$ cat src/rtl/pipe_scheduler_if.sv
// Pipe scheduler bus: game-side controls in, per-pipe edges and score out.
interface pipe_scheduler_if;
  logic       frame_tick;
  logic       start;
  logic       halt;
  logic [9:0] X_Edge_O1;
  logic [9:0] X_Edge_O2;
  logic [9:0] X_Edge_O3;
  logic [9:0] X_Edge_O4;
  logic [9:0] Y_Edge_O1;
  logic [9:0] Y_Edge_O2;
  logic [9:0] Y_Edge_O3;
  logic [9:0] Y_Edge_O4;
  logic       running;
  logic       pass_pulse;
  logic [7:0] score;

  modport master (
    output frame_tick, start, halt,
    input  X_Edge_O1, X_Edge_O2, X_Edge_O3, X_Edge_O4,
    input  Y_Edge_O1, Y_Edge_O2, Y_Edge_O3, Y_Edge_O4,
    input  running, pass_pulse, score
  );

  modport slave (
    input  frame_tick, start, halt,
    output X_Edge_O1, X_Edge_O2, X_Edge_O3, X_Edge_O4,
    output Y_Edge_O1, Y_Edge_O2, Y_Edge_O3, Y_Edge_O4,
    output running, pass_pulse, score
  );
endinterface

$ cat src/rtl/pipe_scheduler.sv
// Four-pipe scroller: per-frame left scroll, LFSR-driven respawn heights,
// bird-column pass detection and saturating score.
module pipe_scheduler #(
  parameter int unsigned PIPE_W      = 80,
  parameter int unsigned PIPE_SPACING = 160,
  parameter int unsigned SCROLL_STEP = 2,
  parameter int unsigned START_X     = 320,
  parameter int unsigned Y_INIT      = 190,
  parameter int unsigned Y_MIN       = 40,
  parameter int unsigned BIRD_X      = 320,
  parameter logic [15:0] SEED        = 16'hACE1
) (
  input logic           clk,
  input logic           reset,
  pipe_scheduler_if.slave bus
);
  localparam int unsigned N_PIPES = 4;
  localparam int unsigned XW      = 10;
  localparam int unsigned AW      = 11;
  localparam int unsigned SW      = 8;

  localparam logic [AW-1:0] STEP_A   = AW'(SCROLL_STEP);
  localparam logic [AW-1:0] WRAP_A   = AW'(4 * PIPE_SPACING);
  localparam logic [AW-1:0] PIPE_W_A = AW'(PIPE_W);
  localparam logic [AW-1:0] BIRD_A   = AW'(BIRD_X);
  localparam logic [XW-1:0] Y_INIT_V = XW'(Y_INIT);
  localparam logic [XW-1:0] Y_MIN_V  = XW'(Y_MIN);

  typedef enum logic [1:0] {S_IDLE, S_RUN, S_STOP} state_e;

  state_e                       state_q, state_d;
  logic [N_PIPES-1:0][XW-1:0]   x_q, x_d;
  logic [N_PIPES-1:0][XW-1:0]   y_q, y_d;
  logic [SW-1:0]                score_q, score_d;
  logic [15:0]                  lfsr_q, lfsr_d;
  logic                         pass_q, running_q;
  logic                         hit, reload;
  logic [AW-1:0]                x_old, x_new;

  function automatic logic [XW-1:0] start_x(input int unsigned k);
    return XW'(START_X + k * PIPE_SPACING);
  endfunction

  // Next-state and per-pipe datapath
  always_comb begin
    state_d = state_q;
    x_d     = x_q;
    y_d     = y_q;
    score_d = score_q;
    hit     = 1'b0;
    reload  = 1'b0;
    x_old   = '0;
    x_new   = '0;
    lfsr_d  = {lfsr_q[14:0], lfsr_q[15] ^ lfsr_q[13] ^ lfsr_q[12] ^ lfsr_q[10]};

    case (state_q)
      S_RUN: begin
        if (bus.halt) begin
          state_d = S_STOP;
        end else if (bus.frame_tick) begin
          for (int unsigned k = 0; k < N_PIPES; k++) begin
            x_old = {1'b0, x_q[k]};
            if (x_old < STEP_A) begin
              x_new  = x_old + WRAP_A - STEP_A;
              y_d[k] = Y_MIN_V + XW'(lfsr_q[2*k +: 8]);
            end else begin
              x_new = x_old - STEP_A;
              if ((x_old + PIPE_W_A > BIRD_A) && (x_new + PIPE_W_A <= BIRD_A))
                hit = 1'b1;
            end
            x_d[k] = x_new[XW-1:0];
          end
        end
      end
      default: begin
        // IDLE and STOP share the restart path; halt is ignored here
        if (bus.start) begin
          state_d = S_RUN;
          reload  = 1'b1;
        end
      end
    endcase

    if (reload) begin
      for (int unsigned k = 0; k < N_PIPES; k++) begin
        x_d[k] = start_x(k);
        y_d[k] = Y_INIT_V;
      end
      score_d = '0;
    end else if (hit && (score_q != {SW{1'b1}})) begin
      score_d = score_q + SW'(1);
    end
  end

  // State and output registers
  always_ff @(posedge clk) begin
    if (reset) begin
      state_q   <= S_IDLE;
      for (int unsigned k = 0; k < N_PIPES; k++) begin
        x_q[k] <= start_x(k);
        y_q[k] <= Y_INIT_V;
      end
      score_q   <= '0;
      pass_q    <= 1'b0;
      running_q <= 1'b0;
      lfsr_q    <= SEED;
    end else begin
      state_q   <= state_d;
      x_q       <= x_d;
      y_q       <= y_d;
      score_q   <= score_d;
      pass_q    <= hit;
      running_q <= (state_d == S_RUN);
      lfsr_q    <= lfsr_d;
    end
  end

  assign bus.X_Edge_O1  = x_q[0];
  assign bus.X_Edge_O2  = x_q[1];
  assign bus.X_Edge_O3  = x_q[2];
  assign bus.X_Edge_O4  = x_q[3];
  assign bus.Y_Edge_O1  = y_q[0];
  assign bus.Y_Edge_O2  = y_q[1];
  assign bus.Y_Edge_O3  = y_q[2];
  assign bus.Y_Edge_O4  = y_q[3];
  assign bus.running    = running_q;
  assign bus.pass_pulse = pass_q;
  assign bus.score      = score_q;
endmodule

$ cat src/flat_wrapper.sv
// flat-port wrapper written by rule: the top's interface ports become plain ports
module pipe_scheduler_flat 
#(
  parameter int unsigned PIPE_W      = 80,
  parameter int unsigned PIPE_SPACING = 160,
  parameter int unsigned SCROLL_STEP = 2,
  parameter int unsigned START_X     = 320,
  parameter int unsigned Y_INIT      = 190,
  parameter int unsigned Y_MIN       = 40,
  parameter int unsigned BIRD_X      = 320,
  parameter logic [15:0] SEED        = 16'hACE1
)
  (clk, reset, bus_frame_tick, bus_start, bus_halt, bus_X_Edge_O1, bus_X_Edge_O2, bus_X_Edge_O3, bus_X_Edge_O4, bus_Y_Edge_O1, bus_Y_Edge_O2, bus_Y_Edge_O3, bus_Y_Edge_O4, bus_running, bus_pass_pulse, bus_score);
  pipe_scheduler_if bus_i ();
  input logic clk;
  input logic reset;
  input wire logic [$bits(bus_i.frame_tick)-1:0] bus_frame_tick;
  input wire logic [$bits(bus_i.start)-1:0] bus_start;
  input wire logic [$bits(bus_i.halt)-1:0] bus_halt;
  output wire logic [$bits(bus_i.X_Edge_O1)-1:0] bus_X_Edge_O1;
  output wire logic [$bits(bus_i.X_Edge_O2)-1:0] bus_X_Edge_O2;
  output wire logic [$bits(bus_i.X_Edge_O3)-1:0] bus_X_Edge_O3;
  output wire logic [$bits(bus_i.X_Edge_O4)-1:0] bus_X_Edge_O4;
  output wire logic [$bits(bus_i.Y_Edge_O1)-1:0] bus_Y_Edge_O1;
  output wire logic [$bits(bus_i.Y_Edge_O2)-1:0] bus_Y_Edge_O2;
  output wire logic [$bits(bus_i.Y_Edge_O3)-1:0] bus_Y_Edge_O3;
  output wire logic [$bits(bus_i.Y_Edge_O4)-1:0] bus_Y_Edge_O4;
  output wire logic [$bits(bus_i.running)-1:0] bus_running;
  output wire logic [$bits(bus_i.pass_pulse)-1:0] bus_pass_pulse;
  output wire logic [$bits(bus_i.score)-1:0] bus_score;
  assign bus_i.frame_tick = bus_frame_tick;
  assign bus_i.start = bus_start;
  assign bus_i.halt = bus_halt;
  assign bus_X_Edge_O1 = bus_i.X_Edge_O1;
  assign bus_X_Edge_O2 = bus_i.X_Edge_O2;
  assign bus_X_Edge_O3 = bus_i.X_Edge_O3;
  assign bus_X_Edge_O4 = bus_i.X_Edge_O4;
  assign bus_Y_Edge_O1 = bus_i.Y_Edge_O1;
  assign bus_Y_Edge_O2 = bus_i.Y_Edge_O2;
  assign bus_Y_Edge_O3 = bus_i.Y_Edge_O3;
  assign bus_Y_Edge_O4 = bus_i.Y_Edge_O4;
  assign bus_running = bus_i.running;
  assign bus_pass_pulse = bus_i.pass_pulse;
  assign bus_score = bus_i.score;
  pipe_scheduler #(.PIPE_W(PIPE_W), .PIPE_SPACING(PIPE_SPACING), .SCROLL_STEP(SCROLL_STEP), .START_X(START_X), .Y_INIT(Y_INIT), .Y_MIN(Y_MIN), .BIRD_X(BIRD_X), .SEED(SEED)) u_core (.clk(clk), .reset(reset), .bus(bus_i));
endmodule
$ cat config.mk
export PLATFORM = sky130hd
export DESIGN_NAME = pipe_scheduler_flat
export DESIGN_NICKNAME = d
export VERILOG_FILES = /design/src/rtl/pipe_scheduler_if.sv /design/src/rtl/pipe_scheduler.sv /design/src/flat_wrapper.sv
export SDC_FILE = /design/constraint.sdc
export NUM_CORES = 1
export LEC_CHECK = 0
export ABC_AREA = 1
export ABC_CLOCK_PERIOD_IN_PS = 4550
export BUFFER_PORTS_ARGS = -buffer_cell sky130_fd_sc_hd__buf_2
export CAP_MARGIN = 5
export CORE_MARGIN = 2
export CORE_UTILIZATION = 58
export DETAILED_ROUTE_END_ITERATION = 12
export PLACE_DENSITY = 0.83
export SLEW_MARGIN = 10
export SYNTH_ARGS = -nofsm -noshare
export SYNTH_HDL_FRONTEND = slang
export SYNTH_SLANG_ARGS = --single-unit
$ cat constraint.sdc
create_clock -name clk -period 4.55 [get_ports clk]
set_input_delay 0.455 -clock clk [delete_from_list [all_inputs] [get_ports clk]]
set_output_delay 0.455 -clock clk [all_outputs]
set_load 0.005 [all_outputs]
-- Word-level counts from Yosys, hierarchy flattened
Index checks and enable logic that the tools add are counted.
- bits of input ports: 5
- register bits: 108
- output and inout bits: 90
- reductions and logical operators: 11
- add/sub/neg operators: 25
- bitwise logic cells: 4
- muxes and demuxes: 20
- order comparisons: 12
- eq/ne operators: 3
- operators by type and width (cell ; count):
    10-bit by 7-bit adder with 11-bit output, second input constant ; 4
    11-bit by 7-bit adder with 11-bit output, second input constant ; 4
    11-bit by 9-bit > comparator with 1-bit output, second input constant ; 4
    11-bit by 9-bit <= comparator with 1-bit output, second input constant ; 4
    10-bit by 2-bit subtractor with 11-bit output, second input constant ; 4
    10-bit adder, second input constant ; 4
    10-bit by 2-bit less-than comparator with 1-bit output, second input constant ; 4
    10-bit 2-to-1 mux ; 4
    10-bit by 2-bit subtractor with 10-bit output, second input constant ; 4
    6-bit by 8-bit adder with 9-bit output, first input constant ; 4
    4-bit AND reduction ; 4
    1-bit 2-to-1 mux ; 13
    8-bit by 1-bit adder with 8-bit output, second input constant ; 1
    8-bit inequality test, second input constant ; 1
    2-bit 2-to-1 mux ; 3
    1-bit logical AND ; 5
    2-bit by 1-bit equality test with 1-bit output, second input constant ; 2
    3-bit AND reduction ; 1
    1-bit XOR ; 3
    2-bit OR reduction ; 1
    1-bit NOT ; 1

-- Longest topological paths before layout
Gate-level depths: netlist of run 1.
- word-level depth: 16
- depth in mapped cells: 20
- mapped depth without buffers: 20

-- Worst setup path after synthesis of run 1
OpenSTA, ideal clock, no wires.
- kind: register to register
- start: register u_core.x_q, in the netlist u_core.bus.X_Edge_O4[1]
- end: register u_core.score_q[1] (netlist: u_core.bus.score[1])
- stages on the path, launching flop included: 18
- buffers on the path: 0
- setup time: 132 ps
- slack: 2406 ps
- arrival: 2012 ps
- cells stage by stage: dfxtp_1 > inv_2 > ha_1 > inv_2 > nor2_1 > nand2_1 > nand2_4 > ha_1 > nor2_1 > nand3_1 > nand2_1 > nand2_1 > nand2_1 > nand4_2 > nand2_4 > nand3_4 > nand2_1 > a21oi_2
- longest elaborated chain between the ends: 10
- elaborated cells on any way between the ends: 13
- ends and longest elaborated chain (item ; line ; source):
    from (decl) ; pipe_scheduler.sv:32 ; logic [N_PIPES-1:0][XW-1:0] x_q, x_d;
    from (signal, indexed assignment) ; pipe_scheduler.sv:100 ; x_q[k] <= start_x(k);
    10-bit by 2-bit subtractor with 11-bit output ; pipe_scheduler.sv:67 ; x_new = x_old - STEP_A;
    11-bit by 7-bit adder with 11-bit output ; pipe_scheduler.sv:68 ; if ((x_old + PIPE_W_A > BIRD_A) && (x_new + PIPE_W_A <= BIRD_A))
    11-bit by 9-bit <= comparator with 1-bit output ; pipe_scheduler.sv:68 ;
    1-bit logical AND ; pipe_scheduler.sv:68 ;
    1-bit 2-to-1 mux ; pipe_scheduler.sv:68 ;
    1-bit 2-to-1 mux (*) ; pipe_scheduler.sv:63 ; if (x_old < STEP_A) begin
    1-bit 2-to-1 mux (*) ; pipe_scheduler.sv:60 ; end else if (bus.frame_tick) begin
    1-bit 2-to-1 mux (*) ; pipe_scheduler.sv:58 ; if (bus.halt) begin
    1-bit 2-to-1 mux (*) ; pipe_scheduler.sv:56 ; case (state_q)
    1-bit logical AND (*) ; pipe_scheduler.sv:90 ; end else if (hit && (score_q != {SW{1'b1}})) begin
    to (signal assigned) ; pipe_scheduler.sv:111 ; score_q <= score_d;
    to (decl) ; pipe_scheduler.sv:34 ; logic [SW-1:0] score_q, score_d;
Mark *: on every way between the ends. The rest lies on a longest branch, timed or not.
A chain may end at the register's enable or synchronous reset.

-- Worst setup path in the final report of run 1
- start: register u_core.x_q, in the netlist u_core.bus.X_Edge_O4[1]
- end: register u_core.score_q[0] (netlist: u_core.bus.score[0])
The elaborated chain is that of the path after synthesis.

==> out/qor.csv, run 1 <==
metric,value,unit
Post-DP HPWL,9070,um
Fmax,399,MHz
vias in the first global route,4690,
post-synthesis instance area,0.00518,mm^2
Residual DRC,0,
Setup TNS Final,0,ns
# diodes,0,
Die X,98.6,um
"Core Util, Final",0.674,
Total Die Area,0.00971,mm^2
Post-CTS Resized,0,
"Clk Latency, worst-skew pair",0.36,ns
Via Count,5043,
distinct cell type count of the synthesized netlist,37,
syn avg cell area,7.18,um^2
Synth area leader,dfxtp_1,
YS warnings,0,
Crit-path slowest cell,dfxtp_1,
"non-filler cells, final",911,
Worst-path clk slew,0.09,ns
Peak VDD IR,0.169,mV
"Seq/Total Area, Yosys",0.386,
fin crit share,0.551,
H-tree depth,3,
routed length per instance,13.6,um
Yosys top cell area share,0.386,
Critical Path Start Type,flip-flop,
total CTS buffers,9,
Most used DFF post-synth,dfxtp_1,
crit-path max cell delay,0.34,ns
port bufs,86,
CTS tree,yes,
Post-Route WL,12400,um
share of cells above drive strength 1,0.177,
Syn Inst Count,722,
CP Class,flip-flop to flip-flop,
area grow syn2layout,12.7,%
RePlAce Congestion,0.915,
HP Class,primary input to flip-flop,
Die Ht,98.6,um
Starting Density,0.597,
"top cells by area, synth","dfxtp_1 (39%), nand2_1 (11%), a21oi_1 (6.0%)",
Post-synth ARST share,0,
Rows,34,
cells along the critical path,"inv_2, ha_1, inv_2, nor2_1, nand2_1, nand2_4, ha_1, nor2_1, nand3_1, nand2_1, nand2_1, nand2_1, nand4_2, nand2_4, nand3_4, nand2_2, nand2_1, nor2_1",
Final setup viols,0,
Slew Limit Fails,0,
Clock Path Buffers,2,
"Data required, critical path",4.85,ns
fin crit period,2.51,ns
layout net count,826,
leakage,2.77,nW
"Data arrival, critical path",2.81,ns
"Power, Total",1.66,mW
PwrDens,283,mW/mm^2
Worst Skew,0.0122,ns
pin count of the biggest net entering global routing,49,
Fin. Hold Viols,0,
# IOs,95,
Pre-antenna DRT Iters,5,
DRT antenna net count,0,
grt ovf,0,
"flops & latches, synth",100,
first-pass GRT wire length,20900,um
CP Capture Type,flip-flop,
initial antenna violation count,0,
# Post-CTS Setup Buffers,0,
Placed Instances,897,
Core Box Area,0.00868,mm^2
dpl ws,2.00,ns
Crit path top cell by count,nand2_1,
total track usage,0.259,
1st-iter DRT viols,370,
CP Max Fanout,9,
PnR worst setup slack,2.04,ns
clock root cell,clkbuf_8,
clk sinks,100,
number of flops mapped to enable cells by yosys,0,
status,finished clean,
maxcap violations,0,
CTS Hold Bufs,0,
Via density,5.54,
RSZ-0062 raised after global routing,false,
==> cells by family after synthesis <==
logic type      Yosys count  synth area share
simple gates            315             0.277
compound gates          151             0.158
other cells               1          0.000723
flops                   100             0.386
fa+ha+maj                21            0.0507
buf+inv                 110            0.0871
xor+xnor                 24            0.0405
==> state kept, by name, indices dropped and copies added (netlist names) <==
register	count
u_core.state_q	2
u_core.bus.X_Edge_O1	9
u_core.bus.Y_Edge_O2	9
u_core.bus.X_Edge_O3	9
u_core.bus.Y_Edge_O3	9
u_core.bus.running	1
u_core.bus.X_Edge_O2	9
u_core.bus.score	8
u_core.bus.Y_Edge_O4	9
u_core.bus.pass_pulse	1
u_core.lfsr_q	16
u_core.bus.Y_Edge_O1	9
u_core.bus.X_Edge_O4	9
==> area by class of cell <==
cell class,count,area (um^2)
multi-input combinational,519,2760
clock inverter,5,62.6
clock buffer,9,124
timing repair buffer,90,460
tap,108,135
fill,757,2830
inverter,80,300
sequential,100,2000
==> worst max-delay path: cells and delay by family, from the launching register on <==
| family | cells | cell delay (ns) |
|---|---|---|
| flops | 1 | 0.34 |
| buf+inv | 2 | 0.18 |
| fa+ha+maj | 2 | 0.56 |
| simple gates | 14 | 1.36 |
==> path summary, 6_finish.rpt <==
| check | from | to | slack [ns] | cells past startpoint |
|---|---|---|---|---|
| setup / recovery | u_core.bus.X_Edge_O4[1] | u_core.bus.score[0] | 2.04 | 18 |
| hold / removal | bus_halt | u_core.state_q[0] | 0.29 | 2 |
| hold reg to reg | u_core.lfsr_q[14] | u_core.lfsr_q[15] | 0.43 | 1 |
| setup reg to reg | u_core.bus.X_Edge_O4[1] | u_core.bus.score[0] | 2.04 | 18 |
==> synthesized netlist by cell type (2+ instances only) <==
master / count
nand2_4: 3
nand3_1: 47
o211ai_1: 11
nand2_2: 8
clkinv_1: 4
nand2_1: 149
buf_1: 2
nor2_1: 61
dfxtp_1: 100
nor2_4: 4
o21ai_1: 2
a21oi_1: 62
a21oi_2: 2
xnor2_1: 3
nor2_2: 10
nor3_1: 6
a211oi_1: 4
ha_1: 21
inv_2: 3
a31oi_1: 6
xor2_1: 21
o21ai_0: 59
buf_4: 9
buf_2: 4
inv_1: 73
or2_2: 4
o31ai_1: 2
nand4_1: 19
clkbuf_1: 15
==> layout by cell type (no fill, tap or decap), drive strengths merged, types with 3 or more instances in the layout <==
master,instances
conb,8
a31oi,6
dfxtp,100
nor3,6
nand3,49
clkinv,5
nand4,20
nor2,75
or2,4
buf,90
clkbuf,9
nand2,160
inv,77
o21ai,61
xor2,21
ha,21
a211oi,4
o211ai,11
a21oi,64
xnor2,3
==> power breakdown <==
group          switching [mW]  internal [mW]  total (mW)  leakage, nW
Sequential             0.0212          0.893       0.914        0.813
Combinational           0.123         0.0628       0.186         1.87
Clock                   0.305          0.251       0.556       0.0878
Total                   0.449           1.21        1.66         2.77
==> per-stage QoR <==
stage               hold slack [ns]  cell area, um^2
detailed placement            0.409             5660
finish                        0.295             5850
global route                  0.301             5850
CTS                           0.281             5850
global placement              0.397             5660
floorplan                     0.389             5210
==> routing by layer <==
metal | GRT usage | wire length (um) | up-vias
met5 | 0 | 0 | -
met3 | 0.0340 | 860 | 29
met4 | 0.117 | 322 | 0
li1 | - | - | 2516
met2 | 0.428 | 5800 | 197
met1 | 0.338 | 5440 | 2301
Power figures use the tool's default switching activity.
==> run 2, diff against run 1 <==
--- a/config.mk
+++ b/config.mk
@@ -6,13 +6,13 @@
 export NUM_CORES = 1
 export LEC_CHECK = 0
 export ABC_AREA = 1
-export ABC_CLOCK_PERIOD_IN_PS = 4550
+export ABC_CLOCK_PERIOD_IN_PS = 2450
 export BUFFER_PORTS_ARGS = -buffer_cell sky130_fd_sc_hd__buf_2
 export CAP_MARGIN = 5
 export CORE_MARGIN = 2
-export CORE_UTILIZATION = 58
+export CORE_UTILIZATION = 56
 export DETAILED_ROUTE_END_ITERATION = 12
-export PLACE_DENSITY = 0.83
+export PLACE_DENSITY = 0.8
 export SLEW_MARGIN = 10
 export SYNTH_ARGS = -nofsm -noshare
 export SYNTH_HDL_FRONTEND = slang
==> constraint.sdc (replaced) <==
create_clock -name clk -period 2.45 [get_ports clk]
set_input_delay 0.245 -clock clk [delete_from_list [all_inputs] [get_ports clk]]
set_output_delay 0.245 -clock clk [all_outputs]
set_load 0.005 [all_outputs]
==> run 2 against run 1 <==
Combinational power is 98% higher. Flip-flop and latch count stayed put. Die area is 3.4% higher. Critical path type unchanged. Critical endpoint is now u_core.bus.score[3].
==> out/qor.csv, run 2 (synthesis results as in run 1) <==
metric,value,unit,change
Slew Limit Fails,0,,unchanged
"commonest non-fill, non-tap cell in the layout",nand2_1,,unchanged
Fmax,440,MHz,was 399 MHz
RePlAce Congestion,0.906,,was 0.915
Sw Pwr,946,uW,was 449 uW
CP Capture Type,flip-flop,,unchanged
RSZ-0062 raised after global routing,false,,unchanged
crit-path max cell delay,0.38,ns,was 0.34 ns
"Data required, critical path",2.77,ns,was 4.85 ns
Flop pwr share,0.539,,was 0.552
most frequent cells in the layout,"nand2_1 (148), dfxtp_1 (98), buf_2 (87)",,"was nand2_1 (149), dfxtp_1 (100), buf_2 (86)"
"Core Util, Final",0.661,,was 0.674
grt ovf,0,,unchanged
Clock Path Buffers,2,,unchanged
# diodes,0,,unchanged
CTS Hold Bufs,0,,unchanged
status,finished clean,,unchanged
clock root cell,clkbuf_8,,unchanged
layout net count,837,,was 826
Crit path top cell by count,nand2_1,,unchanged
1st-iter DRT viols,305,,was 370
Crit-path slowest cell,dfxtp_4,,was dfxtp_1
CP Class,flip-flop to flip-flop,,unchanged
Die Ht,100,um,was 98.6 um
Setup TNS Final,0,ns,unchanged
vias in the first global route,4732,,"was 4,690"
fin crit period,2.27,ns,was 2.51 ns
# IOs,95,,unchanged
"Clk Latency, worst-skew pair",0.37,ns,was 0.36 ns
initial antenna violation count,0,,unchanged
Worst-path clk slew,0.12,ns,was 0.09 ns
DRT antenna net count,0,,unchanged
Final Instance Area,0.00602,mm^2,was 0.00585 mm^2
cells along the critical path,"inv_1, ha_4, inv_2, nor2_2, nand2_1, nand2_4, ha_1, nor2_1, nand3_1, nand2_1, nand2_1, nand2_1, nand4_4, nand2_4, buf_4, nand4_1, a21oi_1",,"was inv_2, ha_1, inv_2, nor2_1, nand2_1, nand2_4, ha_1, nor2_1, nand3_1, nand2_1, nand2_1, nand2_1, nand4_2, nand2_4, nand3_4, nand2_2, nand2_1, nor2_1"
Post-Route WL,12900,um,"was 12,400 um"
Via density,5.46,,was 5.54
area grow syn2layout,16.0,%,was 12.7%
pin count of the biggest net entering global routing,41,,was 49
Pre-antenna DRT Iters,5,,unchanged
PwrDens,523,mW/mm^2,was 283 mW/mm^2
Worst Tran Pin Value,0.522,ns,
Internal,2.20,mW,was 1.21 mW
Peak VDD IR,0.358,mV,was 0.169 mV
max reg flops,16,,unchanged
switching share of total power,0.300,,was 0.271
leakage,2.85,nW,was 2.77 nW
CP Max Fanout,5,,was 9
Rows,35,,was 34
Critical Path Start Type,flip-flop,,unchanged
Residual DRC,0,,unchanged
Post-DP HPWL,9270,um,was 9070 um
total track usage,0.258,,was 0.259
Final setup viols,0,,unchanged
share of cells above drive strength 1,0.201,,was 0.177
maxcap violations,0,,unchanged
Comb power frac,0.117,,was 0.112
dpl ws,0.0392,ns,was 2.00 ns
clk sinks,100,,unchanged
routed length per instance,13.9,um,was 13.6 um
placed cell areas,0.00571,mm^2,was 0.00566 mm^2
CTS tree,yes,,unchanged
Worst Skew,0.0212,ns,was 0.0122 ns
clock network power share,0.344,,was 0.336
H-tree depth,3,,unchanged
Total Die Area,0.0100,mm^2,was 0.00971 mm^2
Die X,100,um,was 98.6 um
total CTS buffers,9,,unchanged
Starting Density,0.569,,was 0.597
port bufs,86,,unchanged
HP Class,primary input to flip-flop,,unchanged
first-pass GRT wire length,21200,um,"was 20,900 um"
Slew HR,0.652,,
Fin. Hold Viols,0,,unchanged
hold path cells,2,,unchanged
Fillers,796,,was 757
Core Box Area,0.00911,mm^2,was 0.00868 mm^2
Reg2Reg Depth,17,,was 18
Via Count,5060,,"was 5,043"
fin crit share,0.928,,was 0.551
"Data arrival, critical path",2.59,ns,was 2.81 ns
Biggest register,u_core.lfsr_q,,unchanged
PnR worst setup slack,0.177,ns,was 2.04 ns
run 2: final timing paths:
kind	slack [ns]	to	start
max	0.18	u_core.bus.score[3]	u_core.bus.X_Edge_O4[2]
min	0.06	u_core.state_q[0]	bus_halt
max reg2reg	0.18	u_core.bus.score[3]	u_core.bus.X_Edge_O4[2]
min reg2reg	0.44	u_core.lfsr_q[15]	u_core.lfsr_q[14]
run 2: power groups by stage:
stage | Sequential (mW) | Clock [mW] | Combinational [mW]
3_5_place_dp | 1.74 | 0 | 0.350
3_3_place_gp | 1.73 | 0 | 0.339
6_report | 1.70 | 1.08 | 0.369
4_1_cts | 1.70 | 1.09 | 0.352
2_1_floorplan | 1.73 | 0 | 0.266
5_1_grt | 1.70 | 1.17 | 0.418
run 2: layout make-up:
| type | instances | area, um^2 | area share |
|---|---|---|---|
| Clock buffer | 9 | 124 | 0.0206 |
| Clock inverter | 7 | 81.3 | 0.0135 |
| Inverter | 80 | 307 | 0.0509 |
| Multi-Input combinational cell | 521 | 2820 | 0.469 |
| Sequential cell | 100 | 2010 | 0.334 |
| Tap cell | 111 | 139 | 0.0231 |
| Timing Repair Buffer | 99 | 538 | 0.0894 |
run 2: stage by stage:
stage	power, mW	hold slack, ns	std cells
floorplan	1.99	0.341	729
global route	3.29	0.0739	927
detailed placement	2.09	0.410	904
global placement	2.07	0.397	904
finish	3.15	0.0603	927
CTS	3.15	0.0561	920
run 2: per-layer routing:
metal / vias up / wire length [um] / GRT usage
met1: 2319 / 5600 / 0.322
met3: 21 / 762 / 0.0369
met2: 173 / 6250 / 0.453
met5: - / 0 / 0
met4: 0 / 242 / 0.0938
li1: 2547 / - / -
run 2: repair_timing:
item | in CTS | in global routing
endpoints found under the setup margin | 0 | 13
setup buffers | 0 | 5
gates resized for setup | 0 | 15
run 2: worst max-delay path: cells and delay by family, from the launching register on:
| family | cells | cell delay, ns |
|---|---|---|
| flops | 1 | 0.38 |
| simple gates | 11 | 1.01 |
| compound gates | 1 | 0.15 |
| buf+inv | 3 | 0.27 |
| fa+ha+maj | 2 | 0.40 |
==> run 3, diff against run 2 <==
--- a/config.mk
+++ b/config.mk
@@ -10,9 +10,8 @@
 export BUFFER_PORTS_ARGS = -buffer_cell sky130_fd_sc_hd__buf_2
 export CAP_MARGIN = 5
 export CORE_MARGIN = 2
-export CORE_UTILIZATION = 56
+export CORE_UTILIZATION = 30
 export DETAILED_ROUTE_END_ITERATION = 12
-export PLACE_DENSITY = 0.8
 export SLEW_MARGIN = 10
 export SYNTH_ARGS = -nofsm -noshare
 export SYNTH_HDL_FRONTEND = slang
==> run 3 against run 2 <==
First-iteration DRC count fell by 32%. Critical path depth rose by 2. Clock skew fell by 0.013 ns. Die area rose by 83%. Global-route usage fell by 11 points. Largest power group unchanged. Count of clock-buffer cells in the layout rose by 1. Flip-flop and latch count did not move. Critical path type unchanged.
==> out/qor.csv, run 3 (synthesis results as in run 1) <==
metric,value,unit,change
Pre-antenna DRT Iters,5,,unchanged
maxcap violations,0,,unchanged
RR Startpoint,u_core.bus.X_Edge_O4[2],,unchanged
Fmax,450,MHz,was 440 MHz
worst hold path startpoint,bus_halt,,unchanged
reg2reg end,u_core.bus.score[6],,was u_core.bus.score[3]
cells along the critical path,"inv_1, ha_4, inv_2, nor2_1, nand2_1, nand2_4, ha_1, inv_1, nand3_1, nand2_1, nand2_1, nand2_1, inv_1, nand2_1, nand4_2, nand2_4, buf_12, nand4_1, a21oi_2",,"was inv_1, ha_4, inv_2, nor2_2, nand2_1, nand2_4, ha_1, nor2_1, nand3_1, nand2_1, nand2_1, nand2_1, nand4_4, nand2_4, buf_4, nand4_1, a21oi_1"
CP bufs+invs,5,,was 3
crit-path max cell delay,0.38,ns,about the same
"Clk Latency, worst-skew pair",0.35,ns,was 0.37 ns
Peak VDD IR,0.378,mV,was 0.358 mV
total track usage,0.150,,was 0.258
Core Box Area,0.0171,mm^2,was 0.00911 mm^2
CP Class,flip-flop to flip-flop,,unchanged
Worst Skew,0.00789,ns,was 0.0212 ns
hold path cells,2,,unchanged
max reg flops,16,,unchanged
pin count of the biggest net entering global routing,48,,was 41
routed length per instance,12.8,um,was 13.9 um
FF-to-FF setup slack,0.23,ns,was 0.18 ns
Fin. Hold Viols,0,,unchanged
CP Capture Type,flip-flop,,unchanged
clk sinks,100,,unchanged
"Data required, critical path",2.74,ns,was 2.77 ns
H-tree depth,3,,unchanged
CP Max Fanout,8,,was 5
RePlAce Congestion,0.842,,was 0.906
fin crit period,2.22,ns,was 2.27 ns
"non-filler cells, final",1042,,was 927
layout net count,838,,was 837
"Data arrival, critical path",2.51,ns,was 2.59 ns
Via Count,4858,,"was 5,060"
HP Class,primary input to flip-flop,,unchanged
"Core Util, Final",0.366,,was 0.661
Die Ht,135,um,was 100 um
# diodes,0,,unchanged
Setup TNS Final,0,ns,unchanged
CP top delay family,simple AND/OR/NAND/NOR gates,,unchanged
most frequent cells in the layout,"nand2_1 (149), dfxtp_1 (99), buf_2 (86)",,"was nand2_1 (148), dfxtp_1 (98), buf_2 (87)"
fin crit share,0.907,,was 0.928
Crit-path slowest cell,dfxtp_2,,was dfxtp_4
Clock Path Buffers,2,,unchanged
# IOs,95,,unchanged
Worst-path clk slew,0.07,ns,was 0.12 ns
Fillers,1841,,was 796
DRT antenna net count,0,,unchanged
Biggest register,u_core.lfsr_q,,unchanged
PwrDens,567,mW/mm^2,was 523 mW/mm^2
Placed Instances,1022,,was 904
status,finished clean,,unchanged
Post-Route WL,13400,um,"was 12,900 um"
initial antenna violation count,0,,unchanged
clock root cell,clkbuf_16,,was clkbuf_8
Crit path top cell by count,nand2_1,,unchanged
Reg2Reg Depth,19,,was 17
vias in the first global route,4448,,"was 4,732"
Worst Hold End,u_core.state_q[0],,unchanged
Die X,135,um,was 100 um
Final setup viols,0,,unchanged
area grow syn2layout,20.7,%,was 16.0%
port bufs,86,,unchanged
1st-iter DRT viols,207,,was 305
Slew Limit Fails,0,,unchanged
Rows,48,,was 35
grt ovf,0,,unchanged
Post-DP HPWL,9710,um,was 9270 um
total CTS buffers,9,,unchanged
Residual DRC,0,,unchanged
share of cells above drive strength 1,0.197,,was 0.201
leakage,2.90,nW,was 2.85 nW
CTS tree,yes,,unchanged
"commonest non-fill, non-tap cell in the layout",nand2_1,,unchanged
first-pass GRT wire length,22100,um,"was 21,200 um"
Via density,4.66,,was 5.46
Total Die Area,0.0184,mm^2,was 0.0100 mm^2
Starting Density,0.303,,was 0.569
Critical Path Start Type,flip-flop,,unchanged
run 3: layout make-up:
class,instances,area [um^2],area share
Inverter,80,304,0.0486
Sequential cell,100,2000,0.320
Multi-Input combinational cell,519,2790,0.446
Timing Repair Buffer,102,576,0.0920
Clock buffer,10,229,0.0366
Clock inverter,6,76.3,0.0122
Tap cell,225,282,0.0450
run 3: through the flow:
stage / hold slack (ns) / total power [mW] / instance area, um^2 / worst slack [ns]
floorplan: 0.341 / 1.99 / 5210 / 0.306
global placement: 0.393 / 2.08 / 5890 / 0.150
detailed placement: 0.399 / 2.09 / 5890 / 0.0650
CTS: 0.0663 / 3.59 / 6200 / 0.0466
global route: 0.0682 / 3.72 / 6260 / -0.000453
finish: 0.0845 / 3.55 / 6260 / 0.227
run 3: power by group:
group | total (mW) | internal, mW | switching (mW)
clock | 1.49 | 0.815 | 0.677
combinational | 0.362 | 0.131 | 0.232
sequential | 1.70 | 1.66 | 0.0380
total | 3.55 | 2.60 | 0.947
run 3: worst max-delay path by stage:
stage	start	endpoint	slack, ns	depth (start not counted)
floorplan	u_core.bus.X_Edge_O4[1]	u_core.bus.score[1]	0.31	17
global placement	u_core.bus.X_Edge_O4[2]	u_core.bus.score[6]	0.15	19
detailed placement	u_core.bus.X_Edge_O4[2]	u_core.bus.score[6]	0.06	19
CTS	u_core.bus.X_Edge_O4[2]	u_core.bus.score[7]	0.05	19
global route	u_core.bus.X_Edge_O4[2]	u_core.bus.score[0]	-0.0005	19
finish	u_core.bus.X_Edge_O4[2]	u_core.bus.score[6]	0.23	19
run 3: what timing repair did:
item                                    CTS  global route
resized for setup                         0             6
endpoints found under the setup margin    0            12
buffers inserted                          0             4
hold buffers                              0             0
run 3: per-layer routing:
layer / GRT usage / wire (um) / up-vias / part of all wire
li1: - / - / 2551 / -
met1: 0.198 / 6440 / 2176 / 0.48
met2: 0.236 / 5910 / 117 / 0.44
met3: 0.0441 / 824 / 14 / 0.062
met4: 0.0451 / 200 / 0 / 0.015
met5: 0 / 0 / - / 0
